$ cat src/rtl/systolic_sequencer_if.sv
// Handshake and array-control signals between the tile scheduler/consumer
// (master) and the systolic tile sequencer (slave).
interface systolic_sequencer_if #(
  parameter int unsigned dim_p = 4
);
  logic             start_valid_i;
  logic             start_ready_o;
  logic             abort_i;
  logic             acc_clear_o;
  logic [dim_p-1:0] row_en_o;
  logic             out_valid_o;
  logic             out_ready_i;
  logic [dim_p-1:0] out_row_o;
  logic             busy_o;
  logic             done_o;

  modport master (
    output start_valid_i,
    output abort_i,
    output out_ready_i,
    input  start_ready_o,
    input  acc_clear_o,
    input  row_en_o,
    input  out_valid_o,
    input  out_row_o,
    input  busy_o,
    input  done_o
  );

  modport slave (
    input  start_valid_i,
    input  abort_i,
    input  out_ready_i,
    output start_ready_o,
    output acc_clear_o,
    output row_en_o,
    output out_valid_o,
    output out_row_o,
    output busy_o,
    output done_o
  );
endinterface

$ cat src/rtl/systolic_sequencer.sv
// Tile controller for a dim_p x dim_p output-stationary systolic array:
// clear, skewed operand feed, flush, row-by-row drain, done pulse.
module systolic_sequencer #(
  parameter int unsigned dim_p = 4,
  parameter int unsigned k_p   = 8
) (
  input logic                clk_i,
  input logic                reset_n_i,
  systolic_sequencer_if.slave bus
);

  localparam int unsigned t_w        = $clog2(k_p + dim_p);
  localparam int unsigned feed_last  = k_p + dim_p - 2;
  localparam int unsigned flush_last = dim_p - 1;

  typedef enum logic [2:0] {
    st_idle  = 3'd0,
    st_clear = 3'd1,
    st_feed  = 3'd2,
    st_flush = 3'd3,
    st_drain = 3'd4,
    st_done  = 3'd5
  } state_e;

  state_e           state_q, state_d;
  logic [t_w-1:0]   t_q, t_d;
  logic [dim_p-1:0] row_q, row_d;

  logic             start_ready_c;
  logic             acc_clear_c;
  logic [dim_p-1:0] row_en_c;
  logic             out_valid_c;
  logic [dim_p-1:0] out_row_c;
  logic             busy_c;
  logic             done_c;

  // State and counter registers
  always_ff @(posedge clk_i or negedge reset_n_i) begin
    if (!reset_n_i) begin
      state_q <= st_idle;
      t_q     <= '0;
      row_q   <= dim_p'(1);
    end else begin
      state_q <= state_d;
      t_q     <= t_d;
      row_q   <= row_d;
    end
  end

  // Next-state and counter update
  always_comb begin
    state_d = state_q;
    t_d     = t_q;
    row_d   = row_q;
    unique case (state_q)
      st_idle: begin
        t_d   = '0;
        row_d = dim_p'(1);
        if (!bus.abort_i && bus.start_valid_i) state_d = st_clear;
      end
      st_clear: begin
        t_d     = '0;
        state_d = st_feed;
      end
      st_feed: begin
        if (t_q == t_w'(feed_last)) begin
          t_d     = '0;
          state_d = st_flush;
        end else begin
          t_d = t_q + t_w'(1);
        end
      end
      st_flush: begin
        if (t_q == t_w'(flush_last)) begin
          t_d     = '0;
          row_d   = dim_p'(1);
          state_d = st_drain;
        end else begin
          t_d = t_q + t_w'(1);
        end
      end
      st_drain: begin
        if (bus.out_ready_i) begin
          if (row_q[dim_p-1]) begin
            row_d   = dim_p'(1);
            state_d = st_done;
          end else begin
            row_d = {row_q[dim_p-2:0], row_q[dim_p-1]};
          end
        end
      end
      st_done: begin
        state_d = st_idle;
      end
      default: begin
        t_d     = '0;
        row_d   = dim_p'(1);
        state_d = st_idle;
      end
    endcase

    // Abort cancels the tile from any active state without a done pulse
    if (state_q != st_idle && bus.abort_i) begin
      state_d = st_idle;
      t_d     = '0;
      row_d   = dim_p'(1);
    end
  end

  // Moore output decode from state and counters only
  always_comb begin
    start_ready_c = 1'b0;
    acc_clear_c   = 1'b0;
    row_en_c      = '0;
    out_valid_c   = 1'b0;
    out_row_c     = '0;
    done_c        = 1'b0;
    busy_c        = (state_q != st_idle);
    unique case (state_q)
      st_idle:  start_ready_c = 1'b1;
      st_clear: acc_clear_c   = 1'b1;
      st_feed: begin
        // Row i is enabled for k_p steps, skewed by i cycles behind row 0
        for (int unsigned i = 0; i < dim_p; i++) begin
          row_en_c[i] = (t_q >= t_w'(i)) && (t_q < t_w'(i + k_p));
        end
      end
      st_drain: begin
        out_valid_c = 1'b1;
        out_row_c   = row_q;
      end
      st_done:  done_c = 1'b1;
      default:  ;
    endcase
  end

  assign bus.start_ready_o = start_ready_c;
  assign bus.acc_clear_o   = acc_clear_c;
  assign bus.row_en_o      = row_en_c;
  assign bus.out_valid_o   = out_valid_c;
  assign bus.out_row_o     = out_row_c;
  assign bus.busy_o        = busy_c;
  assign bus.done_o        = done_c;

endmodule

$ cat src/flat_wrapper.sv
// flat-port wrapper written by rule: the top's interface ports become plain ports
module systolic_sequencer_flat 
#(
  parameter int unsigned dim_p = 4,
  parameter int unsigned k_p   = 8
)
  (clk_i, reset_n_i, bus_start_valid_i, bus_abort_i, bus_out_ready_i, bus_start_ready_o, bus_acc_clear_o, bus_row_en_o, bus_out_valid_o, bus_out_row_o, bus_busy_o, bus_done_o);
  systolic_sequencer_if #(.dim_p(dim_p)) bus_i ();
  input logic clk_i;
  input logic reset_n_i;
  input wire logic [$bits(bus_i.start_valid_i)-1:0] bus_start_valid_i;
  input wire logic [$bits(bus_i.abort_i)-1:0] bus_abort_i;
  input wire logic [$bits(bus_i.out_ready_i)-1:0] bus_out_ready_i;
  output wire logic [$bits(bus_i.start_ready_o)-1:0] bus_start_ready_o;
  output wire logic [$bits(bus_i.acc_clear_o)-1:0] bus_acc_clear_o;
  output wire logic [$bits(bus_i.row_en_o)-1:0] bus_row_en_o;
  output wire logic [$bits(bus_i.out_valid_o)-1:0] bus_out_valid_o;
  output wire logic [$bits(bus_i.out_row_o)-1:0] bus_out_row_o;
  output wire logic [$bits(bus_i.busy_o)-1:0] bus_busy_o;
  output wire logic [$bits(bus_i.done_o)-1:0] bus_done_o;
  assign bus_i.start_valid_i = bus_start_valid_i;
  assign bus_i.abort_i = bus_abort_i;
  assign bus_i.out_ready_i = bus_out_ready_i;
  assign bus_start_ready_o = bus_i.start_ready_o;
  assign bus_acc_clear_o = bus_i.acc_clear_o;
  assign bus_row_en_o = bus_i.row_en_o;
  assign bus_out_valid_o = bus_i.out_valid_o;
  assign bus_out_row_o = bus_i.out_row_o;
  assign bus_busy_o = bus_i.busy_o;
  assign bus_done_o = bus_i.done_o;
  systolic_sequencer #(.dim_p(dim_p), .k_p(k_p)) u_core (.clk_i(clk_i), .reset_n_i(reset_n_i), .bus(bus_i));
endmodule
$ cat config.mk
export PLATFORM = sky130hd
export DESIGN_NAME = systolic_sequencer_flat
export DESIGN_NICKNAME = d
export VERILOG_FILES = /design/src/rtl/systolic_sequencer_if.sv /design/src/rtl/systolic_sequencer.sv /design/src/flat_wrapper.sv
export SDC_FILE = /design/constraint.sdc
export NUM_CORES = 1
export LEC_CHECK = 0
export CORE_UTILIZATION = 55
export CTS_BUF_LIST = sky130_fd_sc_hd__clkbuf_8
export DETAILED_ROUTE_END_ITERATION = 12
export PLACE_DENSITY = 0.85
export SYNTH_ARGS = -nofsm -noshare
export SYNTH_HDL_FRONTEND = slang
export SYNTH_SLANG_ARGS = --single-unit
$ cat constraint.sdc
create_clock -name clk_i -period 2.8 [get_ports clk_i]
set_clock_uncertainty 0.05 [all_clocks]
set_input_delay 0.7 -clock clk_i [delete_from_list [all_inputs] [get_ports clk_i]]
set_output_delay 0.7 -clock clk_i [all_outputs]
set_load 0.05 [all_outputs]
After elaboration in Yosys (flattened, before gate mapping) --
Index checks and enable logic that the tools add are counted.
Operators by class: bitwise gates (word level) 0, multiply operators 0, shift operators 0, magnitude comparators 8, mux-type cells 22, eq/ne operators 14, reduce and logical (&&, ||, !) cells 13, divide/modulo/power cells 0, $add $sub $neg 1
Operators with widths (number):
- 2-to-1 mux 4 bit | 9
- one-hot mux 4 bit (3 select lines) | 2
- 2-to-1 mux 3 bit | 6
- less-than comparator 4 bit (second input constant) | 4
- one-hot mux 3 bit (5 select lines) | 1
- inequality test 3 x 1 -> 1 bit (second input constant) | 4
- >= comparator 4 x 1 -> 1 bit (second input constant) | 2
- >= comparator 4 x 2 -> 1 bit (second input constant) | 2
- equality test 3 x 2 -> 1 bit (second input constant) | 2
- equality test 3 bit (second input constant) | 2
- logical AND 1 bit | 6
- AND reduction 5 bit | 1
- adder 4 x 1 -> 4 bit (second input constant) | 1
- equality test 4 x 2 -> 1 bit (second input constant) | 1
- equality test 4 bit (second input constant) | 1
- 2-to-1 mux 1 bit | 4
- inequality test 2 x 1 -> 1 bit (second input constant) | 2
- equality test 3 x 1 -> 1 bit (second input constant) | 1
- zero test 3 bit | 1
- inequality test 3 x 2 -> 1 bit (second input constant) | 1
- AND reduction 3 bit | 1
- nonzero test 3 bit | 1
- OR reduction 3 bit | 1
- OR reduction 2 bit | 1
- zero test 1 bit | 1
Storage, ports and cells: ROM bits 0, bits of input ports 5, word-level logic and storage cells 61, flip-flop bits (word level) 11, RAM bits 0, latch bits 0, memories 0, output and inout bits 13

Longest topological paths before layout --
Gate-level depths: netlist of run 1.
depth after elaboration 5, depth in mapped cells 6, mapped depth without buffers 6

Worst setup path before layout of run 1 --
Ideal clock, no wire load.
path kind register to output, start reg u_core.t_q[0], end out bus_row_en_o[1], path buffers 0, required time 2.050 ns, stages on the path, launching flop included 6, arrival time 3.240 ns, path slack -1.190 ns, path through dfrtp_1 inv_1 ha_1 nand2b_1 nor3_1 a2111oi_0
On the way: word-level cells in the longest chain between the ends 3, elaborated cells on any way between the ends 4, classes of those cells 2 x order compare; 1 x mux; 1 x reduce/logical
Ends and longest elaborated chain:
- from (decl) | RTL line systolic_sequencer.sv:26 | logic [t_w-1:0] t_q, t_d;
- from (signal assigned) | RTL line systolic_sequencer.sv:45 | t_q <= t_d;
- >= comparator 4 x 1 -> 1 bit or less-than comparator 4 bit (tied branches) | RTL line systolic_sequencer.sv:125 | row_en_c[i] = (t_q >= t_w'(i)) && (t_q < t_w'(i + k_p));
- logical AND 1 bit * | RTL line systolic_sequencer.sv:125
- 2-to-1 mux 4 bit * | RTL line systolic_sequencer.sv:119 | unique case (state_q)
- to (decl) | RTL line flat_wrapper.sv:16 | output wire logic [$bits(bus_i.row_en_o)-1:0] bus_row_en_o;
Mark *: on every way between the ends. The rest lies on a longest branch, timed or not.

Worst setup path in the final report of run 1 --
start reg u_core.state_q[1], end out bus_busy_o
On the way: word-level cells in the longest chain between the ends 1
Ends and longest elaborated chain:
- from (decl) | RTL line systolic_sequencer.sv:25 | state_e state_q, state_d;
- from (signal assigned) | RTL line systolic_sequencer.sv:40 | state_q <= st_idle;
- from (signal assigned) | RTL line systolic_sequencer.sv:44 | state_q <= state_d;
- nonzero test 3 bit | RTL line systolic_sequencer.sv:118 | busy_c = (state_q != st_idle);
- to (decl) | RTL line flat_wrapper.sv:19 | output wire logic [$bits(bus_i.busy_o)-1:0] bus_busy_o;
Every way passes these cells.

==> flow_summary.ini, run 1 <==
[sta]
fmax_mhz = 385
tightest_slew_ps = 516
rsz0062_at_grt = no
tns_ps = 0
slew_viol_final = 0
hold_viol_final = 0
period_needed_ps = 2600
finalHoldWorstSlack_ps = 444
fin_crit_sh_pct = 92.8
slew-limit-headroom_pct = 65.5
finalSetupViolCount = 0

[drt]
ant_nets = 0
dr.first_iter.drc_count = 40
dr_total_vias = 730
routed_via_density = 6.08
routed_wl_mm = 1.81
wire_per_inst_um = 15.1
drc_errors = 0
firstDrtPassIters = 4

[global_routing]
track_usage_pct = 25.8
grt_pass1_vias = 565
overflow = 0
grt_pass1_wl_mm = 2.69
grt_max_degree = 14
antenna_found_initial = 0

[worst_setup_path]
crit_buf_inv = 1
critPathTopFamily = buffers and inverters
startpoint_type = register
slowest_delay_ps = 710
cp.arrival_ps = 1850
critPathCaptureType = output pin
required_ps = 2050
crit_path_max_fanout = 10
crit_slowest_cell = clkdlybuf4s50_1
critical_path.cell_chain = or3_1 -> clkdlybuf4s50_1
path_class = register to output pin

[floorplan]
rows = 13
pin_count = 18
die_y_um = 40.1
start_util_pct = 60.5
die_w_um = 40.1
die_area_um2 = 1610
fp.coreArea_um2 = 1320

[yosys]
yosysWarnings = 0
syn-num-nets = 99
seq_area_frac_synth_pct = 34.7
async_reset_ff_share_pct = 100
netlist_instances = 90
ys_top_cells_by_count = 11 x nor2_1, 10 x dfrtp_1, 9 x nor3_1
synth_top_area_cell = dfrtp_1
synth_area_um2 = 797
yosysUniqueCellTypes = 35
post_synth.cell_area_avg_um2 = 8.86
synth_ff_type = dfrtp_1
ys_top_cells_by_area = dfrtp_1 31%, ha_1 6.3%, nor3_1 5.7%, nor2_1 5.2%, a22o_1 4.4%
synth-seq-cells = 11
synth_edf_count = 0
synth_top_area_share_pct = 31.4
yosysMostFrequentCell = nor2_1

[place]
dp.cells = 116
routabilityCongestion = 0.874
numPortBuffers = 17
dp_hpwl_mm = 1.23

[cells_and_area]
layout-drive-gt1-share_pct = 19.0
fillCellCount = 90
syn_to_final_growth_pct = 24.3
antennaDiodeCount = 0
regArea_um2 = 277
final_nets = 115
fin_cells = 120
multi_input_area_um2 = 464

[run_status]
status = finished, final reports clean

[power_and_ir_drop]
p_leak_uw = 0.000473
power_uw = 447
max-vdd-ir-drop_v = 0.000330
power_density_nw_per_um2 = 451

[cts]
postCtsSetupBuffers = 0
clk_pin_slew_ps = 50
cts_tree = yes
cts_resized = 0
cts_sinks = 11
cts_buffers = 3
root_buffer = clkbuf_8
clk_path_buf_depth = 2
htreeDepth = 1
cts_hold_buf = 0
clk_latency_ps = 240

[min_path]
hold_path_class = register to register

[flow_run]
cap_violations = 0
## per-layer routing
metal / up-vias / GRT usage (%) / share of wire (%)
li1: 354 / - / -
met1: 347 / 40.1 / 47
met2: 24 / 34.3 / 46
met3: 5 / 5.00 / 5.6
met4: 0 / 10.3 / 1.3
met5: - / 0 / 0
## stage by stage
stage	utilization [%]	instance area, µm²	setup WS (ps)
finish	75.2	991	203
CTS	75.0	988	86.2
floorplan	-	803	127
global route	75.2	991	127
global placement	71.6	943	367
detailed placement	71.6	943	347
## final timing paths
| check | start | end | slack, ps | cells after the start |
|---|---|---|---|---|
| min | u_core.row_q[0] | u_core.row_q[0] | 440 | 2 |
| min reg2reg | u_core.row_q[0] | u_core.row_q[0] | 440 | 2 |
| max | u_core.state_q[1] | bus_busy_o | 200 | 2 |
| max reg2reg | u_core.t_q[0] | u_core.row_q[3] | 1020 | 5 |
| max in group asynchronous | reset_n_i | u_core.row_q[0] | 1580 | 1 |
| min in group asynchronous | reset_n_i | u_core.state_q[0] | 750 | 1 |
## cell families after synthesis
group / Yosys count / synth area share (%)
AOI/OAI and AO/OA: 19 / 17.1
and+or+nand+nor: 42 / 31.9
xor gates and xnor gates: 2 / 2.20
DFF: 11 / 34.7
adders and majority gates: 4 / 6.28
buffers and inverters: 12 / 7.85
## power by group
group          leakage [µW]  internal (µW)  switching, µW
clock             0.0000269           96.2           59.5
combinational      0.000298           40.6           75.1
sequential         0.000148            164           11.2
## layout by cell type, fill, tap and decap left out, drive strengths merged
master | synthesis | layout
nor4 | 1 | 1
and2b | 1 | 1
clkbuf | 3 | 3
a2111oi | 2 | 2
nor2 | 11 | 11
a31oi | 1 | 1
nand2b | 3 | 3
and3b | 1 | 1
ha | 4 | 4
nand2 | 1 | 1
dfstp | 1 | 1
nor3 | 9 | 9
a22o | 4 | 4
nor2b | 2 | 2
nand3 | 1 | 1
a22oi | 1 | 1
and2 | 1 | 1
or3 | 2 | 2
nor3b | 2 | 2
o21ai | 2 | 2
o31ai | 1 | 1
a221oi | 1 | 1
dfrtp | 10 | 10
a41oi | 1 | 1
a21oi | 6 | 6
dlymetal6s2s | 0 | 1
nor4b | 1 | 1
nand4b | 1 | 1
clkdlybuf4s50 | 0 | 6
inv | 5 | 6
and3 | 4 | 4
buf | 4 | 11
and4bb | 1 | 1
xor2 | 2 | 2
## worst min-delay path: cells and delay by family (launching register included)
family	cells	cell delay, ps
flops	1	370
buf+inv	1	60
compound gates	1	50
## cell type report
type,count,share of cell area [%]
clock buffers,3,4.17
clock inverters,1,0.379
inverters,5,1.89
multi-input cells,67,46.8
flip-flops and latches,11,27.9
well taps,15,1.89
repair buffers,18,16.9
## registers in the layout, summed over array words and instances (netlist names)
name and count:
u_core.row_q 4, u_core.t_q 4, u_core.state_q 3
No activity file was read; power rests on OpenSTA's default activity.
==> run 2, diff against run 1 <==
Settings changed: CORE_UTILIZATION 55 to 51, PLACE_DENSITY 0.85 to 0.8.
Clock period 2.8 ns to 2.55 ns, I/O delays scaled along.
==> run 2 against run 1 <==
Compared with the run above: cell area is 12% higher; worst hold slack got worse by 8.4 ps; global-route usage down 2.7 points; non-clock buffer count increased by 3; critical endpoint is now bus_row_en_o[1]; largest cell class unchanged; largest power group unchanged.
==> flow_summary.ini, run 2 (synthesized netlist as in run 1, its figures left out) <==
[cells_and_area]
fillCellCount = 87
antennaDiodeCount = 0
syn_to_final_growth_pct = 39.1
layout_commonest_cell = nor2_1
layout_common_cells = 11 x nor2_1, 9 x nor3_1, 8 x buf_12, 8 x buf_4, 8 x dfrtp_1
largestRegisters = u_core.row_q: 4 flops, u_core.t_q: 4 flops, u_core.state_q: 3 flops
layout-drive-gt1-share_pct = 25.0
multi_input_area_um2 = 477
regArea_um2 = 279
final_nets = 118
fin_cells = 123

[drt]
firstDrtPassIters = 4
dr_total_vias = 717
routed_via_density = 5.83
dr.first_iter.drc_count = 18
wire_per_inst_um = 14.2
ant_nets = 0
drc_errors = 0
routed_wl_mm = 1.75

[global_routing]
overflow = 0
antenna_found_initial = 0
grt_pass1_wl_mm = 3.13
grt_pass1_vias = 706
track_usage_pct = 23.1
grt_max_degree = 16

[floorplan]
rows = 13
die_w_um = 41.5
die_y_um = 41.5
fp.coreArea_um2 = 1380
pin_count = 18
start_util_pct = 57.6
die_area_um2 = 1720

[cts]
clk_latency_ps = 240
clk_path_buf_depth = 2
cts_buffers = 3
cts_tree = yes
root_buffer = clkbuf_8
htreeDepth = 1
clk_pin_slew_ps = 40
cts_hold_buf = 0
cts_sinks = 11

[sta]
rsz0062_at_grt = no
fmax_mhz = 414
layout_setup_ws_ps = 134
fin_crit_sh_pct = 94.7
hold_viol_final = 0
tightest_slew_ps = 486
finalSetupViolCount = 0
tns_ps = 0
finalHoldWorstSlack_ps = 435
period_needed_ps = 2420
slew_viol_final = 0
slew-limit-headroom_pct = 67.5

[worst_setup_path]
cp.arrival_ps = 1730
crit-reg2reg-launch = u_core.t_q[0]
crit_slowest_cell = a2111oi_4
slowest_delay_ps = 410
crit_path_max_fanout = 6
reg2reg_depth = 5
r2r_setup_slack_ps = 800
critPathCaptureType = output pin
startpoint = u_core.t_q[0]
startpoint_type = register
path_class = register to output pin
reg2reg_to = u_core.row_q[1]
required_ps = 1860
critical_path.cell_chain = inv_1 -> ha_1 -> nand2b_1 -> nor3_1 -> a2111oi_4 -> buf_12

[power_and_ir_drop]
pwr-share-comb_pct = 30.9
p_sw_uw = 163
max-vdd-ir-drop_v = 0.000433
p_sw_share_pct = 32.1
p_leak_uw = 0.000492
clockPowerShare_pct = 33.0
power_density_nw_per_um2 = 460
pwr-share-seq_pct = 36.1
intPower_uw = 346

[place]
dp.cells = 119
dp_worst_setup_slack_ps = 335
dp_hpwl_mm = 1.37
numPortBuffers = 17
routabilityCongestion = 0.849

[flow_run]
cap_violations = 0

[min_path]
hold_path_end = u_core.row_q[0]
min_path_cells = 2
hold_path.startpoint = u_core.row_q[0]
hold_path_class = register to register

[run_status]
status = finished, final reports clean
## run 2: changes by cell type in the layout (fill, tap and decap cells not counted), sizes merged
cell           delta
buf               +5
dlymetal6s2s      -1
clkdlybuf4s50     -1
## run 2: metrics by stage
stage	utilization, %	cell area [µm²]	power [µW]
floorplan	-	816	290
CTS	80.0	1110	513
global route	80.2	1110	537
detailed placement	76.7	1060	344
global placement	76.7	1060	342
finish	80.2	1110	510
## run 2: power by group through the flow
| stage | clock network (µW) | logic [µW] | registers, µW |
|---|---|---|---|
| after floorplan | 0 | 102 | 188 |
| after global placement | 0 | 156 | 186 |
| after CTS | 171 | 158 | 184 |
| final | 168 | 157 | 184 |
| after global routing | 184 | 169 | 184 |
| after detailed placement | 0 | 157 | 186 |
## run 2: timing repair
item                       4_1_cts  5_1_grt
setup buffers                    0        0
gates resized for setup          0        2
setup endpoints to repair        0        1
## run 2: worst max-delay path by stage
stage                                  to  slack (ps)  cells after the start
after floorplan           bus_acc_clear_o         -50                      2
after global placement         bus_busy_o         400                      2
after detailed placement  bus_row_en_o[1]         340                      6
after CTS                 bus_row_en_o[1]          80                      6
after global routing      bus_row_en_o[1]          40                      6
final                     bus_row_en_o[1]         130                      6
## run 2: layout make-up
cell class                      instances  area share [%]
Timing Repair Buffer                   21            24.4
Inverter                                5            1.69
Multi-Input combinational cell         67            43.0
Tap cell                               15            1.69
Sequential cell                        11            25.2
Clock inverter                          1           0.339
Clock buffer                            3            3.72
## run 2: per-layer routing
metal	vias up	track usage (%)	share of wire [%]
li1	360	-	-
met1	333	30.6	45
met2	22	36.9	49
met3	2	7.83	5.9
met4	0	4.52	0.40
met5	-	0	0
## run 2: critical path, delay by kind of cell, from the launching register on
| kind | cells | cell delay [ps] |
|---|---|---|
| AO/OA/AOI/OAI | 1 | 410 |
| adder cells (fa/ha/maj) | 1 | 190 |
| buffers and inverters | 2 | 270 |
| flip-flops | 1 | 400 |
| AND/OR/NAND/NOR | 2 | 220 |
